## src/rtl/fifo_pkg.sv

```systemverilog
// fifo_pkg: shared defaults and types for the fifo_intf slice.
//   DEF_FIFO_WIDTH - default data word width in bits
//   DEF_FIFO_DEPTH - default number of storage entries (power of two, >= 4)
//   DEF_ADDR_W     - pointer width for the default depth
//   word_t         - data word at the default width
package fifo_pkg;

  localparam int unsigned DEF_FIFO_WIDTH = 16;
  localparam int unsigned DEF_FIFO_DEPTH = 8;
  localparam int unsigned DEF_ADDR_W     = $clog2(DEF_FIFO_DEPTH);

  typedef logic [DEF_FIFO_WIDTH-1:0] word_t;

endpackage : fifo_pkg

```

## src/rtl/fifo_storage.sv

```systemverilog
// fifo_storage: dual-port register array backing the FIFO.
//   clk, rst            - clock, asynchronous active-high reset (read register only)
//   we, waddr, wdata    - write port, stored on the rising edge when we=1
//   re, raddr, rdata    - read port; rdata is registered and holds while re=0
// The array itself is not reset; its contents are don't-care after reset.
// A read and a write to the same address in one cycle return the old word.
module fifo_storage #(
  parameter int unsigned WIDTH  = 16,
  parameter int unsigned DEPTH  = 8,
  parameter int unsigned ADDR_W = $clog2(DEPTH)
) (
  input  logic              clk,
  input  logic              rst,
  input  logic              we,
  input  logic [ADDR_W-1:0] waddr,
  input  logic [WIDTH-1:0]  wdata,
  input  logic              re,
  input  logic [ADDR_W-1:0] raddr,
  output logic [WIDTH-1:0]  rdata
);

  logic [WIDTH-1:0] mem_q [DEPTH];
  logic [WIDTH-1:0] rdata_q;

  always_ff @(posedge clk) begin
    if (we) begin
      mem_q[waddr] <= wdata;
    end
  end

  always_ff @(posedge clk or posedge rst) begin
    if (rst) begin
      rdata_q <= '0;
    end else if (re) begin
      rdata_q <= mem_q[raddr];
    end
  end

  assign rdata = rdata_q;

endmodule : fifo_storage

```

## src/rtl/fifo_intf.sv

```systemverilog
// fifo_intf: single-clock FIFO with write acknowledge, overflow/underflow
// error flags and full/almost-full/empty/almost-empty status.
//   clk          - clock, all state updates on the rising edge
//   rst          - asynchronous active-high reset, discards all stored data
//   data_in      - write data
//   wr_en, rd_en - write / read requests
//   data_out     - registered read data, valid after the edge that pops it
//   wr_ack       - registered: previous cycle's write was accepted
//   overflow     - registered: previous cycle's write was rejected (full)
//   underflow    - registered: previous cycle's read was rejected (empty)
//   full, almost_full, empty, almost_empty - combinational from count
module fifo_intf
  import fifo_pkg::*;
#(
  parameter int unsigned FIFO_WIDTH = DEF_FIFO_WIDTH,
  parameter int unsigned FIFO_DEPTH = DEF_FIFO_DEPTH
) (
  input  logic                  clk,
  input  logic                  rst,
  input  logic [FIFO_WIDTH-1:0] data_in,
  input  logic                  wr_en,
  input  logic                  rd_en,
  output logic [FIFO_WIDTH-1:0] data_out,
  output logic                  wr_ack,
  output logic                  overflow,
  output logic                  underflow,
  output logic                  full,
  output logic                  almost_full,
  output logic                  empty,
  output logic                  almost_empty
);

  localparam int unsigned AW = $clog2(FIFO_DEPTH);
  localparam int unsigned CW = AW + 1;

  localparam logic [CW-1:0] CNT_FULL  = CW'(FIFO_DEPTH);
  localparam logic [CW-1:0] CNT_AFULL = CW'(FIFO_DEPTH - 1);
  localparam logic [CW-1:0] CNT_ONE   = CW'(1);
  localparam logic [AW-1:0] PTR_ONE   = AW'(1);

  logic [AW-1:0] wr_ptr_q, wr_ptr_d;
  logic [AW-1:0] rd_ptr_q, rd_ptr_d;
  logic [CW-1:0] count_q, count_d;
  logic          wr_ack_q, wr_ack_d;
  logic          overflow_q, overflow_d;
  logic          underflow_q, underflow_d;

  logic full_s, empty_s;
  logic wr_accept, rd_accept;

  // Status is a pure function of the current count.
  assign full_s       = (count_q == CNT_FULL);
  assign empty_s      = (count_q == '0);
  assign full         = full_s;
  assign empty        = empty_s;
  assign almost_full  = (count_q == CNT_AFULL);
  assign almost_empty = (count_q == CNT_ONE);

  // Acceptance uses the pre-edge count, so a simultaneous request on an
  // empty FIFO accepts only the write and on a full FIFO only the read.
  assign wr_accept = wr_en && !full_s;
  assign rd_accept = rd_en && !empty_s;

  always_comb begin
    wr_ptr_d    = wr_ptr_q;
    rd_ptr_d    = rd_ptr_q;
    count_d     = count_q;
    wr_ack_d    = wr_accept;
    overflow_d  = wr_en && full_s;
    underflow_d = rd_en && empty_s;

    if (wr_accept) begin
      wr_ptr_d = wr_ptr_q + PTR_ONE;
    end
    if (rd_accept) begin
      rd_ptr_d = rd_ptr_q + PTR_ONE;
    end

    unique case ({wr_accept, rd_accept})
      2'b10:   count_d = count_q + CNT_ONE;
      2'b01:   count_d = count_q - CNT_ONE;
      default: count_d = count_q;
    endcase
  end

  always_ff @(posedge clk or posedge rst) begin
    if (rst) begin
      wr_ptr_q    <= '0;
      rd_ptr_q    <= '0;
      count_q     <= '0;
      wr_ack_q    <= 1'b0;
      overflow_q  <= 1'b0;
      underflow_q <= 1'b0;
    end else begin
      wr_ptr_q    <= wr_ptr_d;
      rd_ptr_q    <= rd_ptr_d;
      count_q     <= count_d;
      wr_ack_q    <= wr_ack_d;
      overflow_q  <= overflow_d;
      underflow_q <= underflow_d;
    end
  end

  assign wr_ack    = wr_ack_q;
  assign overflow  = overflow_q;
  assign underflow = underflow_q;

  fifo_storage #(
    .WIDTH  (FIFO_WIDTH),
    .DEPTH  (FIFO_DEPTH),
    .ADDR_W (AW)
  ) u_storage (
    .clk   (clk),
    .rst   (rst),
    .we    (wr_accept),
    .waddr (wr_ptr_q),
    .wdata (data_in),
    .re    (rd_accept),
    .raddr (rd_ptr_q),
    .rdata (data_out)
  );

endmodule : fifo_intf

```

## config.mk

```make
export PLATFORM = sky130hd
export DESIGN_NAME = fifo_intf
export DESIGN_NICKNAME = d
export VERILOG_FILES = /design/src/rtl/fifo_pkg.sv /design/src/rtl/fifo_storage.sv /design/src/rtl/fifo_intf.sv
export SDC_FILE = /design/constraint.sdc
export NUM_CORES = 1
export LEC_CHECK = 0
export CELL_PAD_IN_SITES_DETAIL_PLACEMENT = 1
export CELL_PAD_IN_SITES_GLOBAL_PLACEMENT = 1
export CORE_MARGIN = 3
export CORE_UTILIZATION = 25
export DETAILED_ROUTE_END_ITERATION = 8
export PLACE_DENSITY = 0.48
export SYNTH_ARGS = -nofsm -noshare
export SYNTH_HDL_FRONTEND = slang
export SYNTH_SLANG_ARGS = --single-unit
```

## constraint.sdc

```tcl
create_clock -name clk -period 3 [get_ports clk]
set_input_delay 0.6 -clock clk [delete_from_list [all_inputs] [get_ports clk]]
set_output_delay 0.6 -clock clk [all_outputs]
set_load 0.1 [all_outputs]
```

# Yosys cells after proc, flatten, opt, wreduce, memory -nomap -nowiden
# Memory sizes are Yosys's and may differ from the RTL's. A register that Yosys moved wholly into a read port is not among the register bits.
# Index checks and enable logic that the tools add are counted.
[totals]
reg_bits = 13
ram_bits = 128
in_bits = 20
output_inout_bits = 23
elab_cells = 27
mem_count = 1
[mem_list]
columns = ["memory", "depth", "word_bits", "rd", "rd_ports_with_merged_regs", "wr", "line", "rtl"]
rows = [
  ["u_storage.mem_q", 8, 16, 1, 1, 1, "fifo_storage.sv:22", "logic [WIDTH-1:0] mem_q [DEPTH];"],
]
[op_classes]
addsub = 4
n_eq_ne = 5
n_mux = 3
n_reduce_logical = 8
[ops]
columns = ["cell", "n"]
rows = [
  ["$pmux W4 S2", 1],
  ["$add A3 B1 Y3 const B", 2],
  ["$add A4 B1 Y4 const B", 1],
  ["$eq A4 B1 Y1 const B", 1],
  ["$eq A4 B3 Y1 const B", 1],
  ["$eq A4 B4 Y1 const B", 1],
  ["$logic_and A1 B1 Y1", 4],
  ["$logic_not A4 Y1", 1],
  ["$sub A4 B1 Y4 const B", 1],
  ["$eq A2 B1 Y1 const B", 1],
  ["$eq A2 B2 Y1 const B", 1],
  ["$logic_not A1 Y1", 2],
  ["$mux W1", 2],
  ["$reduce_bool A2 Y1", 1],
]

# Logic depth before layout (Yosys ltp)
# Gate-level depths: netlist of run 1.
[logic_depth]
ltp_word = 5
depth_mapped = 11
mapped_depth_nobuf = 9

# Hierarchy
# A second synthesis of run 1 with hierarchy kept.
[unflattened]
cells_unflattened = 381
area_unflattened_um2 = 6298.5
[modules_own_cells]
columns = ["mod", "instances", "cells_per_inst", "area_per_inst_um2", "seq_area_each_um2"]
rows = [
  ["fifo_storage", 1, 326, 5662.9, 4244.1],
  ["fifo_intf", 1, 55, 635.6, 325.3],
]

# Least setup slack after synthesis of run 1
# No wires, ideal clock.
[synth_path]
path_kind = "register to output"
startpoint = "register count_q[1]"
endpoint = "output port almost_empty"
arrival_time_ns = 2.787
required_time_ns = 2.400
path_slack_ns = -0.387
path_stages_with_launch = 4
n_path_buf = 0
cell_sequence = "dfrtp_1 -> inv_1 -> ha_1 -> nor3b_1"
[synth_via]
elab_chain_cells = 1
[synth_lines]
columns = ["element", "line", "rtl"]
rows = [
  ["start, declared", "fifo_intf.sv:43", "logic [CW-1:0] count_q, count_d;"],
  ["start signal, assigned", "fifo_intf.sv:97", "count_q <= count_d;"],
  ["$eq A4 B1 Y1", "fifo_intf.sv:57", "assign almost_empty = (count_q == CNT_ONE);"],
  ["end, declared", "fifo_intf.sv:30", "output logic almost_empty"],
]
# No other way between the ends.

# Final worst setup path of run 1
[layout_path]
startpoint = "register count_q[1]"
endpoint = "output port empty"
[layout_via]
elab_chain_cells = 1
[layout_lines]
columns = ["element", "line", "rtl"]
rows = [
  ["$logic_not A4 Y1", "fifo_intf.sv:53", "assign empty_s = (count_q == '0);"],
  ["end, declared", "fifo_intf.sv:29", "output logic empty,"],
]
# No other way between the ends.

==> impl_metrics.yaml, run 1 <==
timing:
  finalHoldViolCount: 0
  layout_min_cycle_time_ps: 2540
  hold_slack_ps: 530
  setup_violations: 0
  slew_headroom_pct: 39.4
  finalCritPeriodShare_pct: 84.6
  drv_slew: 0
  fmax_ghz: 0.394
  worst_slack_ps: 463
  tightestPinTransition_ps: 907
  clock_skew_ps: 12.0
  rsz0062_at_grt: "false"
  fin_setup_tns_ps: 0
synthesis:
  avgSynthCellArea_um2: 17.5
  synth.area.top_cells: "edfxtp_1 61%, dfrtp_1 12%, mux2i_1 5.3%"
  syn-num-nets: 386
  yosysTopAreaCell: "edfxtp_1"
  synthCells: 360
  synthAdderAreaFrac_pct: 1.19
  ys_warn_count: 0
  synth_mux_area_share_pct: 11.3
  ys_ff_latch: 157
  async_reset_ff_share_pct: 18.5
  netlist_area_um2: 6290
  synth_simple_gate_area_share_pct: 2.77
  synth.distinct_cells: 32
  synth_top_cell_area_share_pct: 61.1
  synth_top_family_by_area: "multiplexers"
  seq_area_frac_synth_pct: 72.7
  synth_flop_cell: "edfxtp_1"
  synth_xor_area_share_pct: 1.11
  synth_edf_count: 128
  synth_compound_area_share_pct: 8.44
place:
  dp.final_hpwl_um: 8600
  gp_congestion: 0.697
  io_buffers: 42
  placed_cell_area_um2: 7090
  place_ws_ps: 579
grt:
  grt_usage_pct: 11.8
  grt_pass1_wl_um: 22900
  overflow: 0
  antenna_found_initial: 0
  grt_pass1_vias: 3630
  grt_max_degree: 44
power_and_ir_drop:
  ir_worst_vdd_mv: 0.406
  powerDensity_nw_per_um2: 1100
  power_leakage_nw: 2.73
cts:
  ctsHoldBuffers: 0
  clk_latency_ps: 430
  cts_sinks: 157
  post_cts_buffers: 0
  cts_htree_levels: 4
  cts-root-buf: "clkbuf_16"
  cts_buffers: 17
  clkTransAtPathRegs_ps: 60
  cts_resized: 0
  cts_tree: "yes"
  clk_path_buf_depth: 2
drt:
  dr.pass1.iters: 4
  viasPerCell: 4.43
  num_vias: 3351
  wl_per_cell_um: 20.3
  dr.first_iter.drc_count: 236
  routed_wl_um: 15300
  drc_errors: 0
  final_antenna_net_count: 0
critical_path:
  worstPathRequired_ps: 2400
  start_kind: "register"
  worstPathArrival_ps: 1940
  path_max_fanout: 19
  end_kind: "output port"
  crit_type: "reg2out"
cells_and_area:
  n_antenna_cell: 0
  synthToLayoutAreaGrowth_pct: 22.2
  final_cell_area_um2: 7680
  drive_gt1_share_pct: 26.4
  final_nets: 445
outcome:
  status: "completed"
die:
  core_area_um2: 24500
  die_w_um: 165
  io_pins: 43
  fp.dieArea_um2: 27100
  start_util_pct: 25.6
  row_count: 57
  die_y_um: 165
job:
  maxCapViolations: 0
hold_path:
  hold_path.class: "reg2reg"
metal layers:
layer / vias up / track usage [%] / part of all wire [%]
met5: - / 0 / 0
met4: 0 / 3.89 / 1.3
met3: 14 / 2.68 / 2.7
met2: 53 / 19.0 / 48
met1: 1758 / 15.9 / 48
li1: 1526 / - / -
flip-flops by register name, summed over array words and instances, names as in the netlist:
register and flops:
rd_ptr_q 3, wr_ack 1, wr_ptr_q 3, u_storage.mem_q 128, u_storage.rdata 16, overflow 1, underflow 1, count_q 4
cells in the mapped netlist (7+ instances only):
library cell  count
mux2_2           23
edfxtp_1        128
buf_2             7
o31ai_2          16
o22ai_1          16
mux2i_1          33
dfrtp_1          29
nor2_1            8
o21ai_0          16
mux2_1           11
a22o_1           16
layout by cell type, fill, tap and decap left out, types with 3 or more instances in the layout:
cell type	instances
o21ai_0	16
dfrtp_1	28
clkdlybuf4s50_1	19
o22ai_1	16
mux2_1	11
mux2_2	23
mux2i_1	33
xnor2_1	6
buf_4	37
inv_6	4
edfxtp_1	128
inv_1	6
ha_1	6
nand3b_1	3
clkbuf_16	17
nand2b_1	4
a22o_1	16
nor2_1	8
nand2_1	4
o31ai_2	16
logic make-up (layout without fill, tap and decap cells):
kind of cell	count (synthesis)	in the layout
XOR/XNOR	8	8
flip-flops	157	157
AND/OR/NAND/NOR	31	31
AO/OA/AOI/OAI	66	66
buffers and inverters	25	97
multiplexers	67	67
adder cells (fa/ha/maj)	6	6
power breakdown:
group | total [W] | switching (W) | internal, W
Combinational | 0.00325 | 0.00221 | 0.00103
Sequential | 0.00308 | 0.000249 | 0.00283
Clock | 0.00215 | 0.000873 | 0.00128
path summary, 6_finish.rpt:
check	from	end	slack [ps]	cells past startpoint
max in group asynchronous	rst	rd_ptr_q[0]$_DFFE_PP0P_	2050	3
hold / removal	u_storage.rdata[8]$_DFFE_PP0P_	u_storage.rdata[8]$_DFFE_PP0P_	530	2
setup reg to reg	count_q[1]$_DFFE_PP0P_	count_q[3]$_DFFE_PP0P_	730	8
min in group asynchronous	rst	u_storage.rdata[7]$_DFFE_PP0P_	590	3
setup / recovery	count_q[1]$_DFFE_PP0P_	empty	460	5
hold reg to reg	u_storage.rdata[8]$_DFFE_PP0P_	u_storage.rdata[8]$_DFFE_PP0P_	530	2
stage by stage:
stage | utilization (%) | power, W | std cells
6_report | 31.3 | 0.00847 | 756
5_1_grt | 31.3 | 0.00891 | 756
4_1_cts | 31.3 | 0.00859 | 756
3_5_place_dp | 28.9 | 0.00642 | 724
3_3_place_gp | 28.9 | 0.00635 | 724
2_1_floorplan | - | 0.00551 | 360
worst max-delay path: stages (launching register included):
cell and delay [ps]:
dfrtp_1 440, inv_1 100, ha_1 200, nor3b_2 200, buf_4 330, buf_12 220
layout make-up:
| cell class | count | area, um^2 |
|---|---|---|
| fillers | 2558 | 16900 |
| repair buffers | 58 | 508 |
| inverters | 7 | 26.3 |
| clock buffers | 21 | 460 |
| flip-flops and latches | 157 | 4570 |
| clock inverters | 11 | 129 |
| multi-input cells | 178 | 1580 |
| well taps | 324 | 405 |
No activity file was read; power rests on OpenSTA's default activity.
==> run 2: changes to the inputs <==
==> constraint.sdc (replaced) <==
create_clock -name clk -period 2.5 [get_ports clk]
set_input_delay 0.5 -clock clk [delete_from_list [all_inputs] [get_ports clk]]
set_output_delay 0.5 -clock clk [all_outputs]
set_load 0.1 [all_outputs]
==> impl_metrics.yaml, run 2 (synthesis gave the netlist of run 1 again) <==
die:
  die_w_um: 165
  row_count: 57
  start_util_pct: 25.6
  core_area_um2: 24500
  die_y_um: 165
  io_pins: 43
  fp.dieArea_um2: 27100
timing:
  fmax_ghz: 0.418
  hold_slack_ps: 487
  setup_violations: 0
  layout_min_cycle_time_ps: 2390
  fin_setup_tns_ps: 0
  slew_headroom_pct: 71.0
  tightestPinTransition_ps: 436
  finalHoldViolCount: 0
  rsz0062_at_grt: "false"
  clock_skew_ps: 9.22
  drv_slew: 0
  finalCritPeriodShare_pct: 95.7
cts:
  clk_path_buf_depth: 2
  clkTransAtPathRegs_ps: 70
  cts_tree: "yes"
  cts_buffers: 17
  clk_latency_ps: 430
  cts_resized: 0
  ctsHoldBuffers: 0
  post_cts_buffers: 0
  cts_htree_levels: 4
  cts-root-buf: "clkbuf_16"
  cts_sinks: 157
cells_and_area:
  largest-register: "u_storage.mem_q"
  largest_reg_flops: 128
  multiInputGateArea_um2: 1580
  fill_cells: 2553
  final_nets: 449
  final_cells: 760
  synthToLayoutAreaGrowth_pct: 23.5
  final_cell_mix: "128 x edfxtp_1, 35 x buf_4, 33 x mux2i_1, 28 x dfrtp_1, 23 x mux2_2"
  n_antenna_cell: 0
  register_area_um2: 4570
  drive_gt1_share_pct: 27.3
  final_common_cell: "edfxtp_1"
  post-route-util_pct: 31.7
critical_path:
  path_max_fanout: 19
  start_kind: "register"
  reg2reg_from: "count_q[0]$_DFFE_PP0P_"
  cp_slowest_cell: "dfrtp_1"
  cp.depth: 5
  end_kind: "output port"
  cp-startpoint: "count_q[0]$_DFFE_PP0P_"
  cpLargestDelayFamily: "buffers and inverters"
  crit_type: "reg2out"
  worstPathRequired_ps: 2000
  crit_chain: "inv_1 > ha_1 > nor3b_2 > buf_4 > buf_12"
  slowest_delay_ps: 450
  crit_buf_inv: 3
  r2r_slack_ps: 260
  rr_worst_depth: 9
  worstPathArrival_ps: 1890
place:
  dp.final_hpwl_um: 8680
  dp_cells: 728
  io_buffers: 42
  gp_congestion: 0.693
drt:
  dr.first_iter.drc_count: 139
  routed_wl_um: 14500
  wl_per_cell_um: 19.1
  viasPerCell: 4.38
  num_vias: 3328
  drc_errors: 0
  dr.pass1.iters: 5
  final_antenna_net_count: 0
power_and_ir_drop:
  power_leakage_nw: 2.75
  powerDensity_nw_per_um2: 1300
  ir_worst_vdd_mv: 0.481
  finalPower_w: 0.0101
grt:
  grt_max_degree: 32
  antenna_found_initial: 0
  grt_usage_pct: 11.3
  grt_pass1_wl_um: 22100
  overflow: 0
  grt_pass1_vias: 3588
hold_path:
  hold_path.class: "in2async"
job:
  maxCapViolations: 0
outcome:
  status: "completed"
==> run 2: area by class of cell <==
cell class                      count  share of cell area [%]
Clock buffer                       18                    5.53
Tap cell                          324                    5.22
Multi-Input combinational cell    178                    20.4
Timing Repair Buffer               62                    7.90
Sequential cell                   157                    58.9
Inverter                            7                   0.338
Clock inverter                     14                    1.77
==> run 2: power by group <==
| part | switching (W) | internal, W |
|---|---|---|
| clock network | 0.00108 | 0.00139 |
| logic | 0.00259 | 0.00132 |
| registers | 0.000320 | 0.00339 |
==> run 2: worst paths after layout <==
path,end
worst max-delay path,empty
worst min-delay path,underflow$_DFF_PP0_
worst max register to register,count_q[3]$_DFFE_PP0P_
worst min register to register,wr_ptr_q[0]$_DFFE_PP0P_
max in group asynchronous,rd_ptr_q[0]$_DFFE_PP0P_
min in group clk,wr_ptr_q[0]$_DFFE_PP0P_
==> run 2: tightest hold or removal path: stages <==
cell and delay [ps]:
clkdlybuf4s50_1 400, inv_1 60, buf_4 380
==> run 2: layer usage <==
layer | up-vias | routed length, um | share of wire (%) | global-route usage, %
met5 | - | 0 | 0 | 0
met4 | 0 | 201 | 1.4 | 4.12
met3 | 14 | 372 | 2.6 | 2.51
met2 | 48 | 7300 | 50 | 19.0
met1 | 1730 | 6640 | 46 | 14.3
li1 | 1536 | - | - | -
==> run 2: per-stage QoR <==
| stage | worst slack [ps] | cell area, um^2 |
|---|---|---|
| 2_1_floorplan | 199 | 6300 |
| 3_3_place_gp | 220 | 7200 |
| 3_5_place_dp | 233 | 7200 |
| 4_1_cts | 71.8 | 7760 |
| 5_1_grt | 9.31 | 7760 |
| 6_report | 109 | 7760 |
==> run 3: changes to the inputs <==
--- a/config.mk
+++ b/config.mk
@@ -10,7 +10,7 @@
 export CORE_MARGIN = 3
 export CORE_UTILIZATION = 25
 export DETAILED_ROUTE_END_ITERATION = 8
-export PLACE_DENSITY = 0.48
+export PLACE_DENSITY = 0.5
 export SYNTH_ARGS = -nofsm -noshare
 export SYNTH_HDL_FRONTEND = slang
 export SYNTH_SLANG_ARGS = --single-unit
==> constraint.sdc (replaced) <==
create_clock -name clk -period 2.1 [get_ports clk]
set_input_delay 0.42 -clock clk [delete_from_list [all_inputs] [get_ports clk]]
set_output_delay 0.42 -clock clk [all_outputs]
set_load 0.1 [all_outputs]
==> impl_metrics.yaml, run 3 (synthesis gave the netlist of run 1 again) <==
critical_path:
  end_kind: "output port"
  start_kind: "register"
  path_max_fanout: 3
  crit_chain: "inv_2 > ha_4 > nor3b_4 > buf_6 > buf_12"
  cp-startpoint: "count_q[1]$_DFFE_PP0P_"
  slowest_delay_ps: 400
  cp_slowest_cell: "dfrtp_1"
  crit_type: "reg2out"
  cpLargestDelayFamily: "buffers and inverters"
  worstPathArrival_ps: 1590
  reg2reg_from: "count_q[1]$_DFFE_PP0P_"
  crit_buf_inv: 3
  worstPathRequired_ps: 1680
place:
  place_ws_ps: -20.3
  dp.final_hpwl_um: 9920
  gp_congestion: 0.690
  io_buffers: 42
  placed_cell_area_um2: 7410
  dp_cells: 749
timing:
  clock_skew_ps: 5.83
  drv_slew: 0
  fmax_ghz: 0.497
  layout_min_cycle_time_ps: 2010
  fin_setup_tns_ps: 0
  finalCritPeriodShare_pct: 95.8
  slew_headroom_pct: 66.1
  finalHoldViolCount: 0
  setup_violations: 0
  worst_slack_ps: 87.4
  rsz0062_at_grt: "false"
  tightestPinTransition_ps: 508
grt:
  grt_pass1_wl_um: 23400
  grt_max_degree: 34
  antenna_found_initial: 0
  grt_usage_pct: 12.1
  overflow: 0
  grt_pass1_vias: 3779
cts:
  clk_latency_ps: 420
  cts_tree: "yes"
  cts-root-buf: "clkbuf_16"
  cts_htree_levels: 4
  ctsHoldBuffers: 0
  cts_buffers: 17
  clk_path_buf_depth: 2
  cts_sinks: 157
  clkTransAtPathRegs_ps: 60
die:
  die_w_um: 165
  start_util_pct: 25.6
  row_count: 57
  die_y_um: 165
  fp.dieArea_um2: 27100
  core_area_um2: 24500
  io_pins: 43
drt:
  num_vias: 3454
  wl_per_cell_um: 19.8
  viasPerCell: 4.42
  drc_errors: 0
  dr.first_iter.drc_count: 180
  routed_wl_um: 15500
  dr.pass1.iters: 4
  final_antenna_net_count: 0
cells_and_area:
  final_cell_area_um2: 8030
  final_common_cell: "edfxtp_1"
  synthToLayoutAreaGrowth_pct: 27.7
  largest_reg_flops: 128
  drive_gt1_share_pct: 31.0
  final_cells: 782
  final_cell_mix: "128 x edfxtp_1, 53 x buf_4, 33 x mux2i_1, 28 x dfrtp_1, 23 x mux2_2"
  final_nets: 471
  largest-register: "u_storage.mem_q"
  n_antenna_cell: 0
power_and_ir_drop:
  finalPower_w: 0.0125
  ir_worst_vdd_mv: 0.543
  powerDensity_nw_per_um2: 1560
  power_leakage_nw: 2.89
hold_path:
  hold_path.class: "in2async"
outcome:
  status: "completed"
job:
  maxCapViolations: 0
-- run 3: layer usage --
metal | up-vias | global-route usage [%] | wire length [um]
li1 | 1579 | - | -
met1 | 1809 | 14.6 | 6710
met2 | 49 | 21.0 | 8140
met3 | 17 | 2.76 | 421
met4 | 0 | 4.61 | 217
met5 | - | 0 | 0
-- run 3: stage by stage --
step	utilization, %	hold slack [ps]
6_report	32.7	425
5_1_grt	32.7	477
4_1_cts	32.6	442
3_5_place_dp	30.2	496
3_3_place_gp	30.2	490
2_1_floorplan	-	485
-- run 3: where the power goes --
part,switching (W),total (W),internal (W)
sequential,0.000319,0.00436,0.00404
clock,0.00120,0.00307,0.00187
combinational,0.00329,0.00510,0.00181
-- run 3: final timing paths --
| kind | end | slack (ps) | cells past startpoint |
|---|---|---|---|
| max | empty | 90 | 5 |
| max reg2reg | count_q[3]$_DFFE_PP0P_ | 110 | 9 |
| max in group asynchronous | rd_ptr_q[0]$_DFFE_PP0P_ | 1300 | 3 |
| min reg2reg | u_storage.rdata[8]$_DFFE_PP0P_ | 510 | 2 |
| min | u_storage.rdata[0]$_DFFE_PP0P_ | 420 | 3 |
| min in group clk | u_storage.rdata[8]$_DFFE_PP0P_ | 510 | 2 |
-- run 3: worst register-to-register path: cells and delay by family, from the launching register on --
kind / cells / cell delay (ps)
buffers and inverters: 2 / 150
AND/OR/NAND/NOR: 3 / 810
adder cells (fa/ha/maj): 2 / 280
AO/OA/AOI/OAI: 1 / 160
flip-flops: 1 / 370
XOR/XNOR: 1 / 150
-- run 3: layout make-up --
cell class	count	area, um^2
Clock buffer	22	444
Clock inverter	10	139
Fill cell	2546	16500
Inverter	7	28.8
Multi-Input combinational cell	178	1630
Sequential cell	157	4570
Tap cell	324	405
Timing Repair Buffer	84	811
-- run 3: timing repair --
action,4_1_cts,5_1_grt
buffers inserted,1,0
resized for setup,4,3
setup endpoints to repair,2,5
